### src/rtl/fb_pkg.sv
// Shared types and constants for the framebuffer port arbiter.
// Addresses are {row, col} with a fixed 1024-pixel line stride.
package fb_pkg;

  localparam int PIX_W       = 12;
  localparam int ROW_W       = 9;
  localparam int COL_W       = 10;
  localparam int ADDR_W      = ROW_W + COL_W;
  localparam int ENTRY_W     = ROW_W + COL_W + PIX_W;
  localparam int FB_H_ACTIVE = 640;
  localparam int FB_V_ACTIVE = 480;

  typedef enum logic {
    IDLE  = 1'b0,
    CLEAR = 1'b1
  } fb_state_e;

  typedef struct packed {
    logic [ROW_W-1:0] y;
    logic [COL_W-1:0] x;
    logic [PIX_W-1:0] data;
  } wr_entry_t;

endpackage

### src/rtl/fb_wr_fifo.sv
// Synchronous write-request FIFO; pointers carry an extra wrap bit so
// full and empty are distinguished without a separate counter.
module fb_wr_fifo
  import fb_pkg::*;
#(
  parameter int DEPTH = 16
) (
  input  logic      clk,
  input  logic      rst,
  input  logic      push,
  input  wr_entry_t push_data,
  input  logic      pop,
  output wr_entry_t head,
  output logic      full,
  output logic      empty
);

  localparam int PW = $clog2(DEPTH);

  wr_entry_t      mem_q [DEPTH];
  logic [PW:0]    wptr_q, rptr_q;
  logic           do_push, do_pop;

  assign do_push = push && !full;
  assign do_pop  = pop && !empty;
  assign empty   = (wptr_q == rptr_q);
  assign full    = (wptr_q[PW] != rptr_q[PW]) && (wptr_q[PW-1:0] == rptr_q[PW-1:0]);
  assign head    = mem_q[rptr_q[PW-1:0]];

  always_ff @(posedge clk) begin
    if (rst) begin
      wptr_q <= '0;
      rptr_q <= '0;
    end else begin
      if (do_push) wptr_q <= wptr_q + 1'b1;
      if (do_pop)  rptr_q <= rptr_q + 1'b1;
    end
  end

  // Storage needs no reset: only entries between the pointers are ever read.
  always_ff @(posedge clk) begin
    if (do_push) mem_q[wptr_q[PW-1:0]] <= push_data;
  end

endmodule

### src/rtl/fb_port_arbiter.sv
// Single-port framebuffer arbiter: scan-out reads own the RAM while rdn=0;
// the clear engine and then queued pixel writes use blanking cycles.
//
// Write request handshake: a request transfers on a clock edge where
// wr_valid && wr_ready; wr_valid may be raised regardless of wr_ready,
// and out-of-frame requests transfer but are dropped.
module fb_port_arbiter
  import fb_pkg::*;
#(
  parameter int FIFO_DEPTH = 16,
  parameter int H_ACTIVE   = FB_H_ACTIVE,
  parameter int V_ACTIVE   = FB_V_ACTIVE
) (
  input  logic              vga_clk,
  input  logic              rst,
  input  logic              rdn,
  input  logic [ROW_W-1:0]  row_addr,
  input  logic [COL_W-1:0]  col_addr,
  output logic [PIX_W-1:0]  pix_out,
  input  logic              wr_valid,
  output logic              wr_ready,
  input  logic [COL_W-1:0]  wr_x,
  input  logic [ROW_W-1:0]  wr_y,
  input  logic [PIX_W-1:0]  wr_data,
  input  logic              clr_start,
  input  logic [PIX_W-1:0]  clr_color,
  output logic              clr_busy,
  output logic [ADDR_W-1:0] ram_addr,
  output logic              ram_we,
  output logic [PIX_W-1:0]  ram_wdata,
  input  logic [PIX_W-1:0]  ram_rdata,
  output fb_state_e         dbg_state
);

  localparam logic [COL_W-1:0] H_LAST = COL_W'(H_ACTIVE - 1);
  localparam logic [ROW_W-1:0] V_LAST = ROW_W'(V_ACTIVE - 1);

  fb_state_e        state_q, state_d;
  logic [COL_W-1:0] cx_q, cx_d;
  logic [ROW_W-1:0] cy_q, cy_d;
  logic [PIX_W-1:0] color_q, color_d;

  wr_entry_t push_entry, head;
  logic      fifo_full, fifo_empty, fifo_push, fifo_pop, in_frame;

  assign in_frame   = ({1'b0, wr_x} < (COL_W + 1)'(H_ACTIVE)) &&
                      ({1'b0, wr_y} < (ROW_W + 1)'(V_ACTIVE));
  assign wr_ready   = !fifo_full;
  assign fifo_push  = wr_valid && wr_ready && in_frame;
  assign push_entry = '{y: wr_y, x: wr_x, data: wr_data};
  assign clr_busy   = (state_q == CLEAR);
  assign dbg_state  = state_q;

  fb_wr_fifo #(.DEPTH(FIFO_DEPTH)) u_fifo (
    .clk       (vga_clk),
    .rst       (rst),
    .push      (fifo_push),
    .push_data (push_entry),
    .pop       (fifo_pop),
    .head      (head),
    .full      (fifo_full),
    .empty     (fifo_empty)
  );

  always_ff @(posedge vga_clk) begin
    if (rst) begin
      state_q <= IDLE;
      cx_q    <= '0;
      cy_q    <= '0;
      color_q <= '0;
    end else begin
      state_q <= state_d;
      cx_q    <= cx_d;
      cy_q    <= cy_d;
      color_q <= color_d;
    end
  end

  always_comb begin
    state_d   = state_q;
    cx_d      = cx_q;
    cy_d      = cy_q;
    color_d   = color_q;
    fifo_pop  = 1'b0;
    ram_we    = 1'b0;
    ram_addr  = '0;
    ram_wdata = '0;
    pix_out   = '0;

    if (!rdn) begin
      ram_addr = {row_addr, col_addr};
      pix_out  = ram_rdata;
    end

    unique case (state_q)
      IDLE: begin
        if (clr_start) begin
          state_d = CLEAR;
          cx_d    = '0;
          cy_d    = '0;
          color_d = clr_color;
        end else if (rdn && !fifo_empty) begin
          fifo_pop  = 1'b1;
          ram_we    = 1'b1;
          ram_addr  = {head.y, head.x};
          ram_wdata = head.data;
        end
      end
      CLEAR: begin
        // Counters only move on blanking cycles, so scan-out pauses the sweep.
        if (rdn) begin
          ram_we    = 1'b1;
          ram_addr  = {cy_q, cx_q};
          ram_wdata = color_q;
          if (cx_q == H_LAST) begin
            cx_d = '0;
            if (cy_q == V_LAST) begin
              cy_d    = '0;
              state_d = IDLE;
            end else begin
              cy_d = cy_q + 1'b1;
            end
          end else begin
            cx_d = cx_q + 1'b1;
          end
        end
      end
      default: state_d = IDLE;
    endcase

    // Outputs are held quiet while reset is asserted.
    if (rst) begin
      fifo_pop  = 1'b0;
      ram_we    = 1'b0;
      ram_addr  = '0;
      ram_wdata = '0;
      pix_out   = '0;
    end
  end

endmodule

### config.mk
export PLATFORM = sky130hd
export DESIGN_NAME = fb_port_arbiter
export DESIGN_NICKNAME = d
export VERILOG_FILES = /design/src/rtl/fb_pkg.sv /design/src/rtl/fb_wr_fifo.sv /design/src/rtl/fb_port_arbiter.sv
export SDC_FILE = /design/constraint.sdc
export NUM_CORES = 1
export LEC_CHECK = 0
export ABC_AREA = 1
export ABC_CLOCK_PERIOD_IN_PS = 10300
export BUFFER_PORTS_ARGS = -buffer_cell sky130_fd_sc_hd__buf_2
export CAP_MARGIN = 20
export CORE_MARGIN = 10
export CORE_UTILIZATION = 46
export CTS_CLUSTER_DIAMETER = 30
export DETAILED_ROUTE_END_ITERATION = 10
export MAX_ROUTING_LAYER = met4
export SLEW_MARGIN = 10
export SYNTH_ARGS = -nofsm -noshare
export SYNTH_HDL_FRONTEND = slang
export SYNTH_SLANG_ARGS = --single-unit
### constraint.sdc
create_clock -name vga_clk -period 10.3 [get_ports vga_clk]
set_clock_uncertainty 0.15 [all_clocks]
set_input_delay 3.09 -clock vga_clk [delete_from_list [all_inputs] [get_ports vga_clk]]
set_output_delay 3.09 -clock vga_clk [all_outputs]
set_load 0.03 [all_outputs]
* Yosys cells after proc, flatten, opt, wreduce, memory -nomap -nowiden *
Memories as Yosys holds them, arrays and structs flattened. A register that Yosys moved wholly into a read port is not among the register bits.
Index checks and enable logic that the tools add are counted.

storage, ports and cells
  bits in registers = 42
  bits in latches = 0
  RAM bits = 496
  bits in read-only memories = 0
  input port bits = 79
  output and inout bits = 47
  word-level logic and storage cells = 72
  memories kept = 1

operators by class
  add/subtract/negate cells = 4
  multipliers = 0
  div/mod/pow operators = 0
  $lt $le $gt $ge = 2
  equality and inequality tests = 8
  shift operators = 0
  multiplexer cells = 38
  bitwise gates (word level) = 1
  reductions and logical operators = 12

memory list
  memory        words  width  read ports  clocked after Yosys merged registers in  wr ports  RTL line          text
  u_fifo.mem_q  16     31     1           1                                        1         fb_wr_fifo.sv:20  wr_entry_t mem_q [DEPTH];

operator list
  kind                                           count
  2-to-1 mux 19 bit                              5
  2-to-1 mux 12 bit                              6
  case mux 19 bit (2 select lines)               1
  2-to-1 mux 9 bit                               4
  2-to-1 mux 10 bit                              3
  case mux 12 bit (2 select lines)               1
  case mux 10 bit (2 select lines)               1
  case mux 9 bit (2 select lines)                1
  2-to-1 mux 1 bit                               12
  adder 10 x 1 -> 10 bit, second input constant  1
  adder 5 x 1 -> 5 bit, second input constant    2
  equality test 10 bit, second input constant    1
  < comparator 10 bit, second input constant     1
  adder 9 x 1 -> 9 bit, second input constant    1
  equality test 9 bit, second input constant     1
  < comparator 9 bit, second input constant      1
  2-to-1 mux 4 bit                               2
  logical AND 1 bit                              7
  equality test 5 bit                            1
  equality test 4 bit                            1
  inequality test 2 bit, second input constant   2
  case mux 1 bit (2 select lines)                2
  AND reduction 2 bit                            2
  AND reduction 3 bit                            1
  4 further kinds                                5

* Depth between registers and ports, before layout *
Gate-level depths: netlist of the first run.

  word-level depth = 10
  depth in mapped cells = 11

* Modules after synthesis *
Synthesis of the first run repeated with hierarchy kept, for this count alone.

unflattened totals
  cell total of the unflattened synthesis = 2099
  area total of the unflattened synthesis = 23410.0 um^2

by module, submodules not included
  module           instances  cells an instance  area an instance (um^2)
  fb_wr_fifo       1          1695               21071.5
  fb_port_arbiter  1          404                2338.5

* Least setup slack after synthesis of the first run *
Ideal clock, no wire load.

  path type = input to output
  start point = input rst
  end point = output ram_addr[11]
  arrival time = 4187 ps
  required time = 7060 ps
  setup slack = 2873 ps
  cell stages on the path = 5
  path buffers = 2
  path through = clkbuf_1 -> clkinv_1 -> clkbuf_1 -> nand2_1 -> a21oi_1

on the way
  word-level cells in the longest chain between the ends = 1

ends and longest elaborated chain
  what               RTL line                text
  from (decl)        fb_port_arbiter.sv:15   input logic rst,
  2-to-1 mux 19 bit  fb_port_arbiter.sv:132  if (rst) begin
  to (decl)          fb_port_arbiter.sv:28   output logic [ADDR_W-1:0] ram_addr,

No other way between the ends.

* Worst setup path in the final report of the first run *
  start point = input rst
  end point = output ram_addr[17]

Same word-level chain as after synthesis.

==> impl_metrics.py, run 1 <==
metrics = {
    "power_and_ir_drop": {
        "design_power_total_w": 0.00626,
        "clockPowerShare_pct": 55.9,
        "power_frac_seq_pct": 39.1,
        "switching_share_pct": 22.0,
        "power_frac_comb_pct": 5.0,
        "switchingPower_w": 0.00138,
        "peakVddDrop_uv": 137,
        "p_per_area_nw_per_um2": 224,
        "power_leakage_nw": 10.1,
        "intPower_w": 0.00488,
    },
    "placement": {
        "place.gp.congestion": 0.863,
        "portBuffers": 125,
        "dp_cells": 2780,
        "place_ws_ns": 1.72,
        "dp_hpwl_um": 34600,
    },
    "yosys": {
        "synth_mux_area_share_pct": 0,
        "ys_seq_area_share_pct": 68.3,
        "syn-instance-count": 2084,
        "ys_warn_count": 0,
        "postSynthAreaPerCell_sq_um": 11.1,
        "synth_top_area_share_pct": 64.4,
        "synth-edff-count": 496,
        "synth-simple-area-share_pct": 23.7,
        "synth-xor-area-share_pct": 0.341,
        "async_reset_ff_share_pct": 0,
        "ys_ff_latch": 542,
        "synthAdderAreaFrac_pct": 0.378,
        "ys.flop_type": "edfxtp_1",
        "synth_area_sq_um": 23100,
        "syn_nets": 2170,
        "synth.distinct_cells": 40,
        "synth_top_family_by_area": "simple AND/OR/NAND/NOR gates",
        "synthTopCellsByArea": "edfxtp_1, nand3_1, nand2_1, dfxtp_1, nor2_1",
        "synth_largest_area_cell": "edfxtp_1",
        "synth_compound_area_share_pct": 2.95,
    },
    "setup_path": {
        "crit_arrival_ns": 5.31,
        "r2r_start": "clr_busy",
        "critPathMaxFanout": 62,
        "critPathRequiredTime_ns": 7.06,
        "worstSetupEndpointType": "output pin",
        "path_class": "in2out",
        "start_kind": "input pin",
        "crit_start": "rst",
    },
    "drt": {
        "wirelength_um": 63800,
        "vias_per_cell": 5.41,
        "vias": 16154,
        "first_pass_iters": 5,
        "first_iter_violations": 1461,
        "highest_layer": "met4",
        "wl_per_cell_um": 21.4,
        "met1_length_um": 27400,
        "wl_met3_um": 5990,
        "met2_wirelength_um": 29400,
        "drc_errors": 0,
        "ant_nets": 0,
    },
    "worst_hold_path": {
        "holdCritStartpoint": "color_q[10]",
        "hold_class": "reg2reg",
    },
    "floorplanning": {
        "start_util_pct": 46.3,
        "die_x_um": 244,
        "core_area_sq_um": 50000,
        "fp.dieH_um": 244,
        "io_pins": 126,
        "rows": 82,
        "die_area_sq_um": 59700,
    },
    "final_layout": {
        "area_growth_pct": 20.6,
        "regArea_sq_um": 15800,
        "multi_input_area_sq_um": 6450,
        "fillers": 4134,
        "fin_cells": 2985,
        "nets": 2304,
        "drive_above_1_share_pct": 18.0,
    },
    "cts": {
        "ctsHoldBuffers": 0,
        "root_buffer": "clkbuf_16",
        "clock_path_buffers": 3,
        "clk-insertion-delay-late_ns": 0.64,
        "clk_pin_slew_ns": 0.04,
        "cts_tree": "done",
        "cts.sinks": 542,
        "cts_setup_buffers": 0,
        "cts_buffers": 108,
        "cts_resized": 0,
        "cts_max_level": 3,
    },
    "timing": {
        "timing.fmax_ghz": 0.117,
        "setup_viol": 0,
        "rsz0062_at_grt": "no",
        "drv_slew": 0,
        "min_period_over_period_pct": 83.0,
        "worst_slew_pin_slew_ns": 1.21,
        "timing.final.ws_setup_ns": 1.75,
        "final-hold-violation-count": 0,
        "tns_ns": 0,
        "maxSlewHeadroom_pct": 19.0,
        "whs_ns": 0.334,
        "fin_crit_ns": 8.55,
    },
    "run_status": {
        "status": "completed",
    },
    "global_route": {
        "grt_pass1_wl_um": 95500,
        "antenna_found_initial": 2,
        "grt_pass1_vias": 15311,
        "grt-ovfl-total": 0,
        "grt_start_max_net_pins": 225,
        "grt_util_all_layers_pct": 21.6,
    },
    "flow_run": {
        "maxCapViolCount": 0,
    },
}
[power groups by stage]
stage          Sequential (W)  Clock, W  Combinational (W)
5_1_grt               0.00244   0.00364           0.000346
2_1_floorplan         0.00248         0           0.000211
6_report              0.00245   0.00350           0.000313
4_1_cts               0.00244   0.00353           0.000311
3_5_place_dp          0.00248         0           0.000309
3_3_place_gp          0.00248         0           0.000306
[logic make-up (layout without fill, tap and decap cells)]
family | after synthesis | count (layout)
AO/OA/AOI/OAI | 118 | 118
XOR/XNOR | 9 | 9
adder cells (fa/ha/maj) | 7 | 7
buffers and inverters | 185 | 411
flip-flops | 542 | 542
other | 0 | 3
AND/OR/NAND/NOR | 1223 | 1223
[critical path, cell delays in order]
cell and delay, ns:
buf_2 0.08, buf_4 0.63, clkinv_1 0.98, nand2_1 0.29, a21oi_1 0.06, buf_2 0.18
[stage by stage]
stage                     utilization, %  area (sq um)
after floorplan                        -         23100
after global placement              48.4         24200
after detailed placement            48.4         24200
after CTS                           55.8         27900
after global routing                55.8         27900
final                               55.9         27900
[layout by cell type, fill, tap and decap left out, drive strengths merged]
cell and instances:
o21ai 42, a211oi 1, xor2 8, diode 3, o21a 1, a41oi 1
nand2 625, nand3 492, edfxtp 496, and2 1, or2 1, clkinv 50
a21oi 73, clkinvlp 7, nand4 11, clkbuf 127, buf 153, nand3b 1
inv 57, bufinv 17, xnor2 1, nor2 88, ha 7, dfxtp 46
nor3 4
[final cells by class]
type | count | share of cell area, %
Antenna cell | 3 | 0.0269
Clock buffer | 127 | 10.1
Clock inverter | 75 | 3.20
Inverter | 56 | 0.794
Multi-Input combinational cell | 1357 | 23.1
Sequential cell | 542 | 56.7
Tap cell | 672 | 3.01
Timing Repair Buffer | 153 | 3.04
[routing by layer]
layer	track usage, %	vias to the layer above
met5	-	-
met4	6.23	0
met3	5.58	91
met2	32.4	694
met1	28.7	7763
li1	-	7606
[path summary, 6_finish.rpt]
path             endpoint  slack, ns  cells past startpoint
max reg2reg       cx_q[7]       7.41                      6
min           color_q[10]       0.33                      2
max          ram_addr[17]       1.75                      6
min reg2reg   color_q[10]       0.33                      2
[state kept, by name, summed over array words and instances, names as in the netlist, named ones only]
| signal | cells |
|---|---|
| clr_busy | 1 |
| color_q | 12 |
| cx_q | 10 |
| cy_q | 9 |
| u_fifo.mem_q | 496 |
| u_fifo.rptr_q | 5 |
| u_fifo.wptr_q | 5 |
[synth_stat cells (2+ instances only)]
library cell and count:
edfxtp_1 496, inv_2 12, clkbuf_1 34, a21oi_1 53, nand3_2 24, ha_1 7, inv_1 41, nor2_2 2
nor2_1 81, buf_2 38, nand4_1 9, buf_12 2, nand2_1 616, nand3_1 467, xor2_1 8, buf_1 10
nand2_2 8, dfxtp_1 46, nor2_4 4, o21ai_0 41, a21oi_2 20, buf_4 32, clkinv_1 2, nor3_1 3
buf_6 13
No activity file was read; power rests on OpenSTA's default activity.
==> run 2: changes to the inputs <==
Settings changed: ABC_CLOCK_PERIOD_IN_PS 10300 to 8000.
Clock period 10.3 ns to 8 ns, I/O delays scaled along.
==> run 2 against run 1 <==
  * First-iteration DRC count grew 7.3%
  * Sequential share of layout area shrank 0.40 points
  * Critical path depth grew 2
  * Worst hold slack gained 0.0026 ns
  * Wire length grew 1.9%
  * Largest cell class unchanged
  * Highest routed layer unchanged
==> impl_metrics.py, run 2 (synthesized netlist as in run 1, its figures left out) <==
metrics = {
    "global_route": {
        "grt_start_max_net_pins": 124,
        "grt-ovfl-total": 0,
        "grt_util_all_layers_pct": 22.0,
        "grt_pass1_wl_um": 97900,
        "antenna_found_initial": 2,
        "grt_pass1_vias": 15915,
    },
    "drt": {
        "first_iter_violations": 1568,
        "met1_length_um": 28500,
        "highest_layer": "met4",
        "ant_nets": 0,
        "met2_wirelength_um": 29700,
        "drc_errors": 0,
        "vias_per_cell": 5.50,
        "wl_per_cell_um": 21.7,
        "vias": 16484,
        "first_pass_iters": 6,
        "wl_met3_um": 5540,
        "wirelength_um": 65000,
    },
    "timing": {
        "maxSlewHeadroom_pct": 22.0,
        "tns_ns": 0,
        "setup_viol": 0,
        "min_period_over_period_pct": 83.9,
        "drv_slew": 0,
        "timing.fmax_ghz": 0.149,
        "worst_slew_pin_slew_ns": 1.17,
        "rsz0062_at_grt": "no",
        "final-hold-violation-count": 0,
        "fin_crit_ns": 6.71,
        "timing.final.ws_setup_ns": 1.29,
    },
    "setup_path": {
        "path_delay_family": "simple AND/OR/NAND/NOR gates",
        "critPathBufInv": 3,
        "start_kind": "input pin",
        "critPathRequiredTime_ns": 5.45,
        "cpMostUsedCell": "buf_2",
        "path_class": "in2out",
        "max_stage_delay_ns": 0.39,
        "slowest_stage": "nor2_8",
        "worstSetupEndpointType": "output pin",
        "crit_arrival_ns": 4.16,
        "worstPathCellList": "buf_2 -> inv_2 -> nor2_4 -> nand2_4 -> nor2_8 -> nand3_1 -> a21oi_1 -> buf_2",
        "critPathMaxFanout": 46,
    },
    "cts": {
        "clock_path_buffers": 3,
        "cts_max_level": 3,
        "cts_tree": "done",
        "cts_setup_buffers": 0,
        "cts_buffers": 112,
        "clk-insertion-delay-late_ns": 0.67,
        "ctsHoldBuffers": 0,
        "cts.sinks": 542,
        "clk_pin_slew_ns": 0.04,
        "cts_resized": 0,
        "root_buffer": "clkbuf_16",
    },
    "power_and_ir_drop": {
        "design_power_total_w": 0.00822,
        "power_leakage_nw": 10.2,
        "p_per_area_nw_per_um2": 293,
        "peakVddDrop_uv": 180,
    },
    "final_layout": {
        "nets": 2309,
        "drive_above_1_share_pct": 18.8,
        "regArea_sq_um": 15800,
        "multi_input_area_sq_um": 6450,
        "area_growth_pct": 21.4,
        "largest_register_ffs": 496,
        "post-route-util_pct": 56.2,
        "fillers": 4135,
        "layout_commonest_cell": "nand2_1",
        "layout_common_cells": "nand2_1, edfxtp_1, nand3_1",
    },
    "floorplanning": {
        "die_area_sq_um": 59700,
        "core_area_sq_um": 50000,
        "die_x_um": 244,
        "start_util_pct": 46.3,
        "io_pins": 126,
        "fp.dieH_um": 244,
        "rows": 82,
    },
    "placement": {
        "place.gp.congestion": 0.864,
        "portBuffers": 125,
        "place_ws_ns": 1.31,
        "dp_hpwl_um": 35400,
    },
    "run_status": {
        "status": "completed",
    },
    "worst_hold_path": {
        "hold_class": "reg2reg",
    },
    "flow_run": {
        "maxCapViolCount": 0,
    },
}
[run 2: cell count changes in the layout (fill, tap and decap cells not counted), sizes merged]
cell,change
clkinv,+10
clkinvlp,+4
clkbuf,-3
buf,+1
diode,+1
[run 2: per-stage QoR]
step / std cells / instance area (sq um) / hold WS (ns)
floorplan: 2084 / 23100 / 0.305
global placement: 2780 / 24200 / 0.321
detailed placement: 2781 / 24200 / 0.327
CTS: 2994 / 28100 / 0.337
global route: 2996 / 28100 / 0.368
finish: 2998 / 28100 / 0.337
[run 2: report_power, final]
part / switching (W) / internal [W]
Sequential: 0.0000264 / 0.00313
Clock: 0.00153 / 0.00314
Combinational: 0.000296 / 0.000104
[run 2: cell type report]
cell class | count | area share, %
Timing Repair Buffer | 154 | 3.07
Clock inverter | 89 | 3.59
Sequential cell | 542 | 56.3
Clock buffer | 124 | 10.2
Multi-Input combinational cell | 1357 | 23.0
Antenna cell | 4 | 0.0356
Tap cell | 672 | 2.99
Inverter | 56 | 0.788
[run 2: worst reg2reg max path, cell delays in order, from the launching register on]
cell	delay [ns]
dfxtp_1	0.36
inv_1	0.13
nand2_1	0.06
nand2_1	0.11
nor2_4	0.07
nand4_4	0.14
nand2_2	0.13
inv_2	0.18
nand2_2	0.17
nor2_4	0.91
buf_4	0.40
[run 2: worst paths after layout]
path                     from                    to  slack (ns)  depth (start not counted)
max reg2reg  u_fifo.wptr_q[1]  u_fifo.mem_q[14][14]        4.87                         10
min               color_q[11]           color_q[11]        0.34                          2
max                       rdn         ram_wdata[11]        1.29                          8
min reg2reg       color_q[11]           color_q[11]        0.34                          2
[run 2: metal layers]
layer | vias up | GRT usage, %
li1 | 7638 | -
met1 | 8032 | 29.9
met2 | 712 | 32.7
met3 | 102 | 4.53
met4 | 0 | 7.27
met5 | - | -
